File: src/rtl/bloom_pkg.sv
// Shared definitions for the counting-Bloom-filter SRAM controller:
// one-hot FSM encoding, SRAM direction encoding and counter ceiling helper.
package bloom_pkg;

    typedef enum logic [8:0] {
        ST_IDLE     = 9'b0_0000_0001,
        ST_RD0      = 9'b0_0000_0010,
        ST_RD0_WAIT = 9'b0_0000_0100,
        ST_RD1      = 9'b0_0000_1000,
        ST_RD1_WAIT = 9'b0_0001_0000,
        ST_DECIDE   = 9'b0_0010_0000,
        ST_WR0      = 9'b0_0100_0000,
        ST_WR1      = 9'b0_1000_0000,
        ST_DONE     = 9'b1_0000_0000
    } state_e;

    localparam logic SRAM_RD = 1'b1;
    localparam logic SRAM_WR = 1'b0;

    function automatic int unsigned cnt_max(input int unsigned width);
        return (32'd1 << width) - 32'd1;
    endfunction

endpackage

File: src/rtl/bloom_cnt_update.sv
// Combinational counting-Bloom counter step: +1 on insert, -1 on ACK hit,
// with a sticky ceiling at CNT_MAX.
module bloom_cnt_update
    import bloom_pkg::*;
#(
    parameter int CNT_WIDTH = 4
) (
    input  logic [CNT_WIDTH-1:0] c,
    input  logic                 is_ack,
    output logic [CNT_WIDTH-1:0] new_c,
    output logic                 sat
);

    localparam logic [CNT_WIDTH-1:0] CNT_MAX = CNT_WIDTH'(cnt_max(CNT_WIDTH));

    // A saturated counter has lost its true count, so it is never decremented.
    function automatic logic [CNT_WIDTH-1:0] step_cnt(input logic [CNT_WIDTH-1:0] v,
                                                      input logic                 dec);
        if (v == CNT_MAX) begin
            return CNT_MAX;
        end else if (dec) begin
            return v - CNT_WIDTH'(1);
        end else begin
            return v + CNT_WIDTH'(1);
        end
    endfunction

    always_comb begin
        new_c = step_cnt(c, is_ack);
        sat   = (new_c == CNT_MAX);
    end

endmodule

File: src/rtl/bloom_sram_ctrl.sv
// Read-modify-write sequencer for the counting-Bloom-filter SRAM.
// Optional statistics counters enabled by `define BLOOM_SRAM_CTRL_STATS_EN.
module bloom_sram_ctrl
    import bloom_pkg::*;
#(
    parameter int SRAM_ADDR_WIDTH = 19,
    parameter int SRAM_DATA_WIDTH = 36,
    parameter int CNT_WIDTH       = 4
) (
    input  logic                       clk,
    input  logic                       reset,
    input  logic                       bloom_wr,
    output logic                       bloom_rdy,
    input  logic [SRAM_ADDR_WIDTH-1:0] index_0,
    input  logic [SRAM_ADDR_WIDTH-1:0] index_1,
    input  logic                       pkt_is_ack,
    output logic                       lookup_vld,
    output logic                       lookup_hit,
    output logic                       sram_req,
    output logic                       sram_rd_wr_L,
    output logic [SRAM_ADDR_WIDTH-1:0] sram_addr,
    output logic [SRAM_DATA_WIDTH-1:0] sram_wr_data,
    input  logic                       sram_ack,
    input  logic [SRAM_DATA_WIDTH-1:0] sram_rd_data,
    input  logic                       sram_rd_vld,
    output logic [31:0]                stat_insert,
    output logic [31:0]                stat_hit,
    output logic [31:0]                stat_miss,
    output logic [31:0]                stat_sat
);

    state_e                     state_q, state_d;
    logic [SRAM_ADDR_WIDTH-1:0] idx0_q, idx0_d;
    logic [SRAM_ADDR_WIDTH-1:0] idx1_q, idx1_d;
    logic                       is_ack_q, is_ack_d;
    logic                       same_q, same_d;
    logic                       hit_q, hit_d;
    logic [CNT_WIDTH-1:0]       c0_q, c0_d;
    logic [CNT_WIDTH-1:0]       c1_q, c1_d;
    logic [CNT_WIDTH-1:0]       new0, new1;
    logic                       sat0, sat1;
    logic [CNT_WIDTH-1:0]       rd_cnt;
    logic                       unused_rd_hi;

    assign rd_cnt       = sram_rd_data[CNT_WIDTH-1:0];
    assign unused_rd_hi = ^sram_rd_data[SRAM_DATA_WIDTH-1:CNT_WIDTH];

    bloom_cnt_update #(.CNT_WIDTH(CNT_WIDTH)) u_upd0 (
        .c      (c0_q),
        .is_ack (is_ack_q),
        .new_c  (new0),
        .sat    (sat0)
    );

    bloom_cnt_update #(.CNT_WIDTH(CNT_WIDTH)) u_upd1 (
        .c      (c1_q),
        .is_ack (is_ack_q),
        .new_c  (new1),
        .sat    (sat1)
    );

    always_comb begin
        state_d  = state_q;
        idx0_d   = idx0_q;
        idx1_d   = idx1_q;
        is_ack_d = is_ack_q;
        same_d   = same_q;
        hit_d    = hit_q;
        c0_d     = c0_q;
        c1_d     = c1_q;
        case (state_q)
            ST_IDLE: begin
                if (bloom_wr) begin
                    idx0_d   = index_0;
                    idx1_d   = index_1;
                    is_ack_d = pkt_is_ack;
                    same_d   = (index_0 == index_1);
                    state_d  = ST_RD0;
                end
            end
            ST_RD0: begin
                if (sram_ack) state_d = ST_RD0_WAIT;
            end
            // c1 mirrors c0 here so equal indices need no second read.
            ST_RD0_WAIT: begin
                if (sram_rd_vld) begin
                    c0_d    = rd_cnt;
                    c1_d    = rd_cnt;
                    state_d = same_q ? ST_DECIDE : ST_RD1;
                end
            end
            ST_RD1: begin
                if (sram_ack) state_d = ST_RD1_WAIT;
            end
            ST_RD1_WAIT: begin
                if (sram_rd_vld) begin
                    c1_d    = rd_cnt;
                    state_d = ST_DECIDE;
                end
            end
            ST_DECIDE: begin
                hit_d   = (c0_q != '0) && (c1_q != '0);
                state_d = (!is_ack_q || hit_d) ? ST_WR0 : ST_DONE;
            end
            ST_WR0: begin
                if (sram_ack) state_d = same_q ? ST_DONE : ST_WR1;
            end
            ST_WR1: begin
                if (sram_ack) state_d = ST_DONE;
            end
            ST_DONE: begin
                state_d = ST_IDLE;
            end
            default: begin
                state_d = ST_IDLE;
            end
        endcase
    end

    always_comb begin
        bloom_rdy    = (state_q == ST_IDLE);
        sram_req     = 1'b0;
        sram_rd_wr_L = SRAM_RD;
        sram_addr    = '0;
        sram_wr_data = '0;
        case (state_q)
            ST_RD0: begin
                sram_req  = 1'b1;
                sram_addr = idx0_q;
            end
            ST_RD1: begin
                sram_req  = 1'b1;
                sram_addr = idx1_q;
            end
            ST_WR0: begin
                sram_req     = 1'b1;
                sram_rd_wr_L = SRAM_WR;
                sram_addr    = idx0_q;
                sram_wr_data = SRAM_DATA_WIDTH'(new0);
            end
            ST_WR1: begin
                sram_req     = 1'b1;
                sram_rd_wr_L = SRAM_WR;
                sram_addr    = idx1_q;
                sram_wr_data = SRAM_DATA_WIDTH'(new1);
            end
            default: begin
            end
        endcase
        lookup_vld = (state_q == ST_DONE) && is_ack_q;
        lookup_hit = lookup_vld && hit_q;
    end

    always_ff @(posedge clk) begin
        if (reset) begin
            state_q <= ST_IDLE;
        end else begin
            state_q <= state_d;
        end
        idx0_q   <= idx0_d;
        idx1_q   <= idx1_d;
        is_ack_q <= is_ack_d;
        same_q   <= same_d;
        hit_q    <= hit_d;
        c0_q     <= c0_d;
        c1_q     <= c1_d;
    end

`ifdef BLOOM_SRAM_CTRL_STATS_EN
    logic [31:0] stat_insert_q, stat_insert_d;
    logic [31:0] stat_hit_q, stat_hit_d;
    logic [31:0] stat_miss_q, stat_miss_d;
    logic [31:0] stat_sat_q, stat_sat_d;

    always_comb begin
        stat_insert_d = stat_insert_q;
        stat_hit_d    = stat_hit_q;
        stat_miss_d   = stat_miss_q;
        stat_sat_d    = stat_sat_q;
        if (state_q == ST_DONE) begin
            if (!is_ack_q) begin
                stat_insert_d = stat_insert_q + 32'd1;
            end else if (hit_q) begin
                stat_hit_d = stat_hit_q + 32'd1;
            end else begin
                stat_miss_d = stat_miss_q + 32'd1;
            end
            // Only transactions that reached the write phase count saturations.
            if (!is_ack_q || hit_q) begin
                stat_sat_d = stat_sat_q + 32'(sat0) + 32'(sat1 && !same_q);
            end
        end
    end

    always_ff @(posedge clk) begin
        if (reset) begin
            stat_insert_q <= '0;
            stat_hit_q    <= '0;
            stat_miss_q   <= '0;
            stat_sat_q    <= '0;
        end else begin
            stat_insert_q <= stat_insert_d;
            stat_hit_q    <= stat_hit_d;
            stat_miss_q   <= stat_miss_d;
            stat_sat_q    <= stat_sat_d;
        end
    end

    assign stat_insert = stat_insert_q;
    assign stat_hit    = stat_hit_q;
    assign stat_miss   = stat_miss_q;
    assign stat_sat    = stat_sat_q;
`else
    logic unused_sat;

    assign unused_sat  = sat0 ^ sat1;
    assign stat_insert = '0;
    assign stat_hit    = '0;
    assign stat_miss   = '0;
    assign stat_sat    = '0;
`endif

endmodule

File: config.mk
export PLATFORM = sky130hd
export DESIGN_NAME = bloom_sram_ctrl
export DESIGN_NICKNAME = d
export VERILOG_FILES = /design/src/rtl/bloom_pkg.sv /design/src/rtl/bloom_cnt_update.sv /design/src/rtl/bloom_sram_ctrl.sv
export SDC_FILE = /design/constraint.sdc
export NUM_CORES = 1
export LEC_CHECK = 0
export CAP_MARGIN = 20
export CORE_MARGIN = 1.5
export CORE_UTILIZATION = 38
export CTS_BUF_LIST = sky130_fd_sc_hd__clkbuf_2 sky130_fd_sc_hd__clkbuf_4 sky130_fd_sc_hd__clkbuf_8
export DETAILED_ROUTE_END_ITERATION = 10
export PLACE_DENSITY = 0.94
export REMOVE_ABC_BUFFERS = 1
export SLEW_MARGIN = 20
export SYNTH_ARGS = -nofsm -noshare
export SYNTH_HDL_FRONTEND = slang
export SYNTH_HIERARCHICAL = 1
export SYNTH_SLANG_ARGS = --single-unit
File: constraint.sdc
create_clock -name clk -period 2.8 [get_ports clk]
set_clock_uncertainty 0.15 [all_clocks]
set_input_delay 0.42 -clock clk [delete_from_list [all_inputs] [get_ports clk]]
set_output_delay 0.42 -clock clk [all_outputs]
set_load 0.01 [all_outputs]
Word-level counts from Yosys, hierarchy flattened
Index checks and enable logic that the tools add are counted.
{"block": "word_totals", "reg_bits": 58, "latchBits": 0, "ram_bits": 0, "romBits": 0, "input_bits": 80, "wordCells": 66, "memories": 0}
{"block": "op_classes", "add_sub_neg": 4, "n_mul": 0, "n_div": 0, "order_cmp": 0, "eq_ne": 19, "shift": 0, "n_mux": 19, "bitwise_logic": 0, "reduce_logical": 16}
{"operator": "2-to-1 mux 9 bit", "count": 9}
{"operator": "one-hot mux 9 bit (8 select lines)", "count": 1}
{"operator": "one-hot mux 19 bit (2 select lines)", "count": 1}
{"operator": "equality test 19 bit", "count": 1}
{"operator": "2-to-1 mux 4 bit", "count": 4}
{"operator": "inequality test 2 bit (second input constant)", "count": 7}
{"operator": "equality test 9 x 1 -> 1 bit (second input constant)", "count": 1}
{"operator": "equality test 9 x 2 -> 1 bit (second input constant)", "count": 1}
{"operator": "equality test 9 x 3 -> 1 bit (second input constant)", "count": 1}
{"operator": "equality test 9 x 4 -> 1 bit (second input constant)", "count": 1}
{"operator": "equality test 9 x 5 -> 1 bit (second input constant)", "count": 1}
{"operator": "equality test 9 x 6 -> 1 bit (second input constant)", "count": 1}
{"operator": "equality test 9 x 7 -> 1 bit (second input constant)", "count": 1}
{"operator": "equality test 9 x 8 -> 1 bit (second input constant)", "count": 1}
{"operator": "equality test 9 bit (second input constant)", "count": 1}
{"operator": "adder 4 x 1 -> 4 bit (second input constant)", "count": 2}
{"operator": "equality test 4 bit (second input constant)", "count": 2}
{"operator": "one-hot mux 4 bit (2 select lines)", "count": 1}
{"operator": "nonzero test 4 bit", "count": 2}
{"operator": "OR reduction 2 bit", "count": 4}
{"operator": "subtractor 4 x 1 -> 4 bit (second input constant)", "count": 2}
{"operator": "AND reduction 7 bit", "count": 1}
{"operator": "2-to-1 mux 6 bit", "count": 1}
{"operator": "AND reduction 2 bit", "count": 3}
{"operator": "5 further kinds", "count": 8}

Longest topological paths before layout
Gate-level depths: netlist (run 1).
{"block": "depth", "depth_word": 5, "mapped_depth": 7}

Modules after synthesis
The synthesis (run 1) kept the hierarchy.
{"module": "bloom_sram_ctrl", "n_inst": 1, "cells_per_inst": 363, "area_per_inst_um2": 3868.7, "seq_area_each_um2": 1651.6}
{"module": "bloom_cnt_update", "n_inst": 2, "cells_per_inst": 19, "area_per_inst_um2": 136.4, "seq_area_each_um2": 0.0}

Worst setup path after synthesis (run 1)
OpenSTA, ideal clock, no wires.
{"block": "synth_timing", "path_kind": "register to register", "start": "register state_q[6]", "end": "register idx0_q[0], enable pin", "setup_time_ns": 0.395, "arrival_time_ns": 2.094, "required_ns": 2.255, "setup_slack_ns": 0.162, "path_stages_with_launch": 6, "n_path_buf": 1, "period_less_slack_ns": 2.638, "cell_sequence": "dfxtp_1 -> buf_2 -> nor4_1 -> and3_1 -> nand2_1 -> inv_1"}
{"block": "synth_via", "elab_chain_cells": 2}
{"element": "start, declared", "line_no": "bloom_sram_ctrl.sv:32", "text": "state_e state_q, state_d;"}
{"element": "start signal, assigned", "line_no": "bloom_sram_ctrl.sv:158", "text": "state_q <= state_d;"}
{"element": "equality test 9 x 1 -> 1 bit"}
{"element": "named net bloom_rdy", "line_no": "bloom_sram_ctrl.sv:13", "text": "output logic bloom_rdy,"}
{"element": "AND reduction 2 bit (no source line)"}
{"element": "end signal, assigned", "line_no": "bloom_sram_ctrl.sv:160", "text": "idx0_q <= idx0_d;"}
{"element": "end, declared", "line_no": "bloom_sram_ctrl.sv:33", "text": "logic [SRAM_ADDR_WIDTH-1:0] idx0_q, idx0_d;"}
The timed path passes the listed nets, and every way through them passes these cells.
A chain may end at the register's enable or synchronous reset.

Final worst setup path (run 1)
{"block": "layout_timing", "start": "register state_q[0]", "end": "output sram_rd_wr_L"}
{"block": "layout_via", "elab_chain_cells": 3}
{"element": "equality test 9 x 8 -> 1 bit / equality test 9 x 7 -> 1 bit (equally long branches)", "line_no": "bloom_sram_ctrl.sv:126", "text": "case (state_q)"}
{"element": "OR reduction 2 bit (no source line) (*)"}
{"element": "2-to-1 mux 1 bit (*)", "line_no": "bloom_sram_ctrl.sv:126"}
{"element": "end, declared", "line_no": "bloom_sram_ctrl.sv:20", "text": "output logic sram_rd_wr_L,"}
Every way passes the cells marked *; elsewhere a longest branch is shown, timed or not.

==> flow_metrics.py, run 1 <==
metrics = {
    "timing": {
        "period_needed_ns": 2.68,
        "setup_violations": 0,
        "worst_slew_pin_slew_ns": 0.793,
        "hold-worst-slack_ns": 0.404,
        "max_freq_mhz": 374,
        "drv_slew": 0,
        "hold_violations": 0,
        "rsz0062_at_grt": "true",
        "setup_ws_ns": 0.125,
        "timing.final.crit_share_pct": 95.5,
        "relSlewSlack_pct": 46.4,
    },
    "critical_path": {
        "start_kind": "register",
        "worst_ep_arrival_time_ns": 2.11,
        "critPathCapture": "sram_rd_wr_L",
        "worst_setup_path_end_kind": "primary output",
        "crit_type": "register to primary output",
        "cp.required_ns": 2.23,
        "reg2reg_to": "c1_q[3]$_DFFE_PP_",
        "reg2reg_slack_ns": 0.48,
        "worstReg2RegStart": "state_q[0]$_SDFFE_PP1P_",
        "cp_max_fo": 5,
        "crit_path_start": "state_q[0]$_SDFFE_PP1P_",
        "ff2ff_path_depth": 4,
    },
    "global_routing": {
        "grt_max_degree": 41,
        "grt_pass1_vias": 2403,
        "antenna_found_initial": 0,
        "grt_pass1_wl_microns": 11900,
        "grt_overflow": 0,
        "globalRouteTotalUtil_pct": 13.7,
    },
    "placed_design": {
        "place_ws_ns": 0.130,
        "place_hpwl_microns": 5940,
        "port_buffers": 75,
        "place_congestion": 0.842,
    },
    "routing": {
        "drt_wl_total_microns": 7960,
        "vias": 2598,
        "first_pass_iters": 4,
        "drt_iter0_markers": 72,
        "drc_errors": 0,
        "wl_per_cell_microns": 12.6,
        "avgViaCountPerCell": 4.12,
        "ant_nets": 0,
    },
    "clock_network": {
        "path_clk_slew_ns": 0.07,
        "htreeDepth": 3,
        "cts.sinks": 58,
        "clk_latency_ns": 0.34,
        "numCtsBuffers": 9,
        "cts_hold_buf": 0,
        "tritoncts": "done",
        "cts_buffer_depth": 2,
        "clockRootBuffer": "clkbuf_8",
    },
    "floorplanning": {
        "fp.dieH_microns": 107,
        "rows": 37,
        "die_area_sq_um": 11500,
        "start_util_pct": 39.5,
        "ios": 268,
        "core_area_sq_um": 10400,
        "die_w_microns": 107,
    },
    "logic_synthesis": {
        "synth_warnings": 6,
        "syn_inst": 397,
        "synth_area_sq_um": 4110,
        "syn_area_per_cell_sq_um": 10.4,
    },
    "final_layout": {
        "drive_gt1_share_pct": 11.7,
        "antenna_cells": 0,
        "multi_input_area_sq_um": 1870,
        "nets": 576,
        "syn_to_final_growth_pct": 19.3,
        "area.sequential_sq_um": 1660,
        "fill_cells": 995,
    },
    "pwr": {
        "power_leakage_nw": 2.24,
        "ir_worst_vdd_uv": 367,
        "power-per-cell-area_nw_per_um2": 481,
    },
    "hold_path": {
        "hp-class": "register to register",
    },
    "outcome": {
        "status": "finished, final reports clean",
    },
    "run": {
        "max_cap_violations": 0,
    },
}
[state kept, by name, summed over array words and instances, names as in the netlist]
register  flops
idx1_q       19
c1_q          4
state_q       9
idx0_q       19
is_ack_q      1
c0_q          4
hit_q         1
same_q        1
[worst max-delay path, stage by stage, from the launching register on]
cell and delay (ns):
dfxtp_2 0.36, nor4_4 0.31, nor2b_4 0.25, and3_4 0.23
buf_4 0.12, nor2_1 0.04, clkdlybuf4s50_1 0.46
[power by group]
| part | switching [mW] | internal, mW |
|---|---|---|
| Clock | 0.382 | 0.508 |
| Sequential | 0.0211 | 1.01 |
| Combinational | 0.254 | 0.189 |
| Total | 0.657 | 1.71 |
[through the flow]
step	utilization [%]	power, mW	TNS, ns	instances	cell area, sq um
2_1_floorplan	-	1.28	0	384	3450
3_3_place_gp	43.3	1.44	0	609	4510
3_5_place_dp	43.3	1.46	0	609	4510
4_1_cts	46.8	2.38	0	629	4870
5_1_grt	47.1	2.48	-0.0267	631	4910
6_report	47.1	2.36	0	631	4910
[routing by layer]
layer | routed length (microns) | track usage (%) | part of all wire, % | vias to the layer above
li1 | - | - | - | 1247
met1 | 3090 | 16.0 | 39 | 1209
met2 | 4180 | 22.9 | 52 | 127
met3 | 567 | 4.38 | 7.1 | 15
met4 | 121 | 5.90 | 1.5 | 0
met5 | 0 | 0 | 0 | -
[worst min-delay path by stage]
| stage | start | to | slack, ns | cells past startpoint |
|---|---|---|---|---|
| global placement | state_q[6]$_SDFFE_PP0P_ | state_q[6]$_SDFFE_PP0P_ | 0.43 | 2 |
| detailed placement | state_q[6]$_SDFFE_PP0P_ | state_q[6]$_SDFFE_PP0P_ | 0.43 | 2 |
| global route | state_q[4]$_SDFFE_PP0P_ | state_q[4]$_SDFFE_PP0P_ | 0.44 | 2 |
| floorplan | reset | state_q[1]$_SDFFE_PP0P_ | 0.34 | 1 |
| CTS | state_q[6]$_SDFFE_PP0P_ | state_q[6]$_SDFFE_PP0P_ | 0.40 | 2 |
| finish | state_q[6]$_SDFFE_PP0P_ | state_q[6]$_SDFFE_PP0P_ | 0.40 | 2 |
[timing repair]
action,in CTS,in global routing
resized for setup,46,6
setup buffers,3,2
cloned,1,0
pin swaps,0,2
endpoints found under the setup margin,25,5
[layout make-up]
class,count,share of cell area (%)
multi-input combinational,315,38.0
sequential,58,33.8
timing repair buffer,95,19.2
tap,136,3.47
clock buffer,9,2.52
clock inverter,7,2.09
inverter,11,0.841
[cell usage in the layout, fill, tap and decap left out, types with 9 or more instances in the layout]
cell type          n
a22o_1            23
buf_4             15
clkbuf_8           9
clkdlybuf4s50_1   51
conb_1           160
dlygate4sd2_1     22
edfxtp_1          49
inv_1             11
nand2_1            9
xor2_1            24
Note: power is estimated with default switching activity, not from simulation.
==> inputs of run 2 (changes only) <==
CORE_MARGIN = not set   (was 1.5)
==> flow_metrics.py, run 2 (same netlist as run 1, synthesis figures left out) <==
metrics = {
    "critical_path": {
        "worst_setup_path_end_kind": "primary output",
        "start_kind": "register",
        "crit_type": "register to primary output",
        "worst_ep_arrival_time_ns": 2.15,
        "cp.required_ns": 2.23,
        "cp_max_fo": 7,
    },
    "final_layout": {
        "syn_to_final_growth_pct": 21.0,
        "layout_commonest_cell": "conb_1",
        "nets": 577,
        "layout_common_cells": "conb_1 (160), clkdlybuf4s50_1 (52), edfxtp_1 (49)",
        "final_core_util_pct": 47.8,
        "drive_gt1_share_pct": 11.7,
        "antenna_cells": 0,
        "top_regs": "idx0_q: 19 flops, idx1_q: 19 flops, state_q: 9 flops",
    },
    "clock_network": {
        "clockRootBuffer": "clkbuf_8",
        "clk_latency_ns": 0.33,
        "htreeDepth": 3,
        "path_clk_slew_ns": 0.07,
        "tritoncts": "done",
        "cts_buffer_depth": 2,
        "numCtsBuffers": 9,
        "cts.sinks": 58,
        "cts_hold_buf": 0,
    },
    "floorplanning": {
        "rows": 37,
        "ios": 268,
        "fp.dieH_microns": 106,
        "die_w_microns": 106,
        "core_area_sq_um": 10400,
        "start_util_pct": 39.5,
        "die_area_sq_um": 11200,
    },
    "routing": {
        "drc_errors": 0,
        "vias": 2647,
        "avgViaCountPerCell": 4.19,
        "first_pass_iters": 4,
        "ant_nets": 0,
        "wl_per_cell_microns": 13.1,
        "drt_iter0_markers": 67,
        "drt_wl_total_microns": 8290,
    },
    "global_routing": {
        "grt_pass1_wl_microns": 12100,
        "antenna_found_initial": 0,
        "grt_pass1_vias": 2402,
        "grt_overflow": 0,
        "grt_max_degree": 41,
        "globalRouteTotalUtil_pct": 14.0,
    },
    "timing": {
        "rsz0062_at_grt": "true",
        "max_freq_mhz": 368,
        "relSlewSlack_pct": 51.5,
        "tns_ns": 0,
        "hold_violations": 0,
        "period_needed_ns": 2.72,
        "setup_violations": 0,
        "timing.final.crit_share_pct": 97.2,
        "worst_slew_pin_slew_ns": 0.719,
        "drv_slew": 0,
    },
    "placed_design": {
        "place_congestion": 0.850,
        "port_buffers": 75,
        "place_hpwl_microns": 5920,
    },
    "run": {
        "max_cap_violations": 0,
    },
    "pwr": {
        "power-per-cell-area_nw_per_um2": 489,
        "ir_worst_vdd_uv": 345,
        "power_leakage_nw": 2.34,
    },
    "hold_path": {
        "hp-class": "register to register",
    },
    "outcome": {
        "status": "finished, final reports clean",
    },
}
==> run 2: changes by cell type in the layout (fill, tap and decap cells not counted), sizes merged <==
cell           delta
bufinv            +1
clkbuf            +1
clkdlybuf4s50     +1
clkinvlp          -1
dlygate4sd2       -7
dlymetal6s2s      +6
==> run 2: path summary, 6_finish.rpt <==
path                                         startpoint                 endpoint  slack, ns  cells past startpoint
worst max-delay path            state_q[0]$_SDFFE_PP1P_          sram_wr_data[0]       0.08                      5
worst min-delay path            state_q[7]$_SDFFE_PP0P_  state_q[7]$_SDFFE_PP0P_       0.47                      2
worst max register to register  state_q[8]$_SDFFE_PP0P_        c1_q[1]$_DFFE_PP_       0.50                      4
worst min register to register  state_q[7]$_SDFFE_PP0P_  state_q[7]$_SDFFE_PP0P_       0.47                      2
==> run 2: layout make-up <==
cell class,instances,area (sq um)
Tap cell,136,170
Timing Repair Buffer,96,1000
Clock buffer,9,124
Multi-Input combinational cell,315,1850
Fill cell,964,5440
Inverter,11,41.3
Sequential cell,58,1660
Clock inverter,7,125
==> run 2: critical path: stages, from the launching register on <==
cell and delay [ns]:
dfxtp_4 0.38, nor4_4 0.29, nor2b_4 0.22, and3_2 0.26, a22o_1 0.14, clkdlybuf4s50_1 0.53
==> run 2: where the power goes <==
part / internal (mW) / switching [mW] / total, mW / leakage [nW]
Sequential: 1.01 / 0.0246 / 1.04 / 0.536
Combinational: 0.186 / 0.253 / 0.439 / 1.68
Clock: 0.599 / 0.362 / 0.960 / 0.124
Total: 1.80 / 0.640 / 2.43 / 2.34
==> run 2: repair_timing <==
item	CTS	global route
endpoints found under the hold margin	0	0
setup endpoints to repair	26	12
buffers inserted	3	3
cloned	1	1
pin swaps	0	4
gates resized for setup	33	20
==> run 2: stage by stage <==
stage                     setup slack [ns]  cells  cell area, sq um  hold slack, ns  total power [mW]
after floorplan                      0.206    384              3450           0.339              1.28
final                               0.0797    632              4980           0.466              2.43
after detailed placement            0.0837    608              4500           0.442              1.45
after CTS                          0.00307    628              4870           0.484              2.44
after global routing               -0.0217    632              4980           0.489              2.54
after global placement               0.182    608              4500           0.416              1.44
==> run 2: routing by layer <==
metal,up-vias,global-route usage [%],wire (microns),part of all wire (%)
li1,1251,-,-,-
met1,1257,15.2,3090,37
met2,129,25.1,4590,55
met3,10,4.41,494,6.0
met4,0,5.56,112,1.4
met5,-,0,0,0
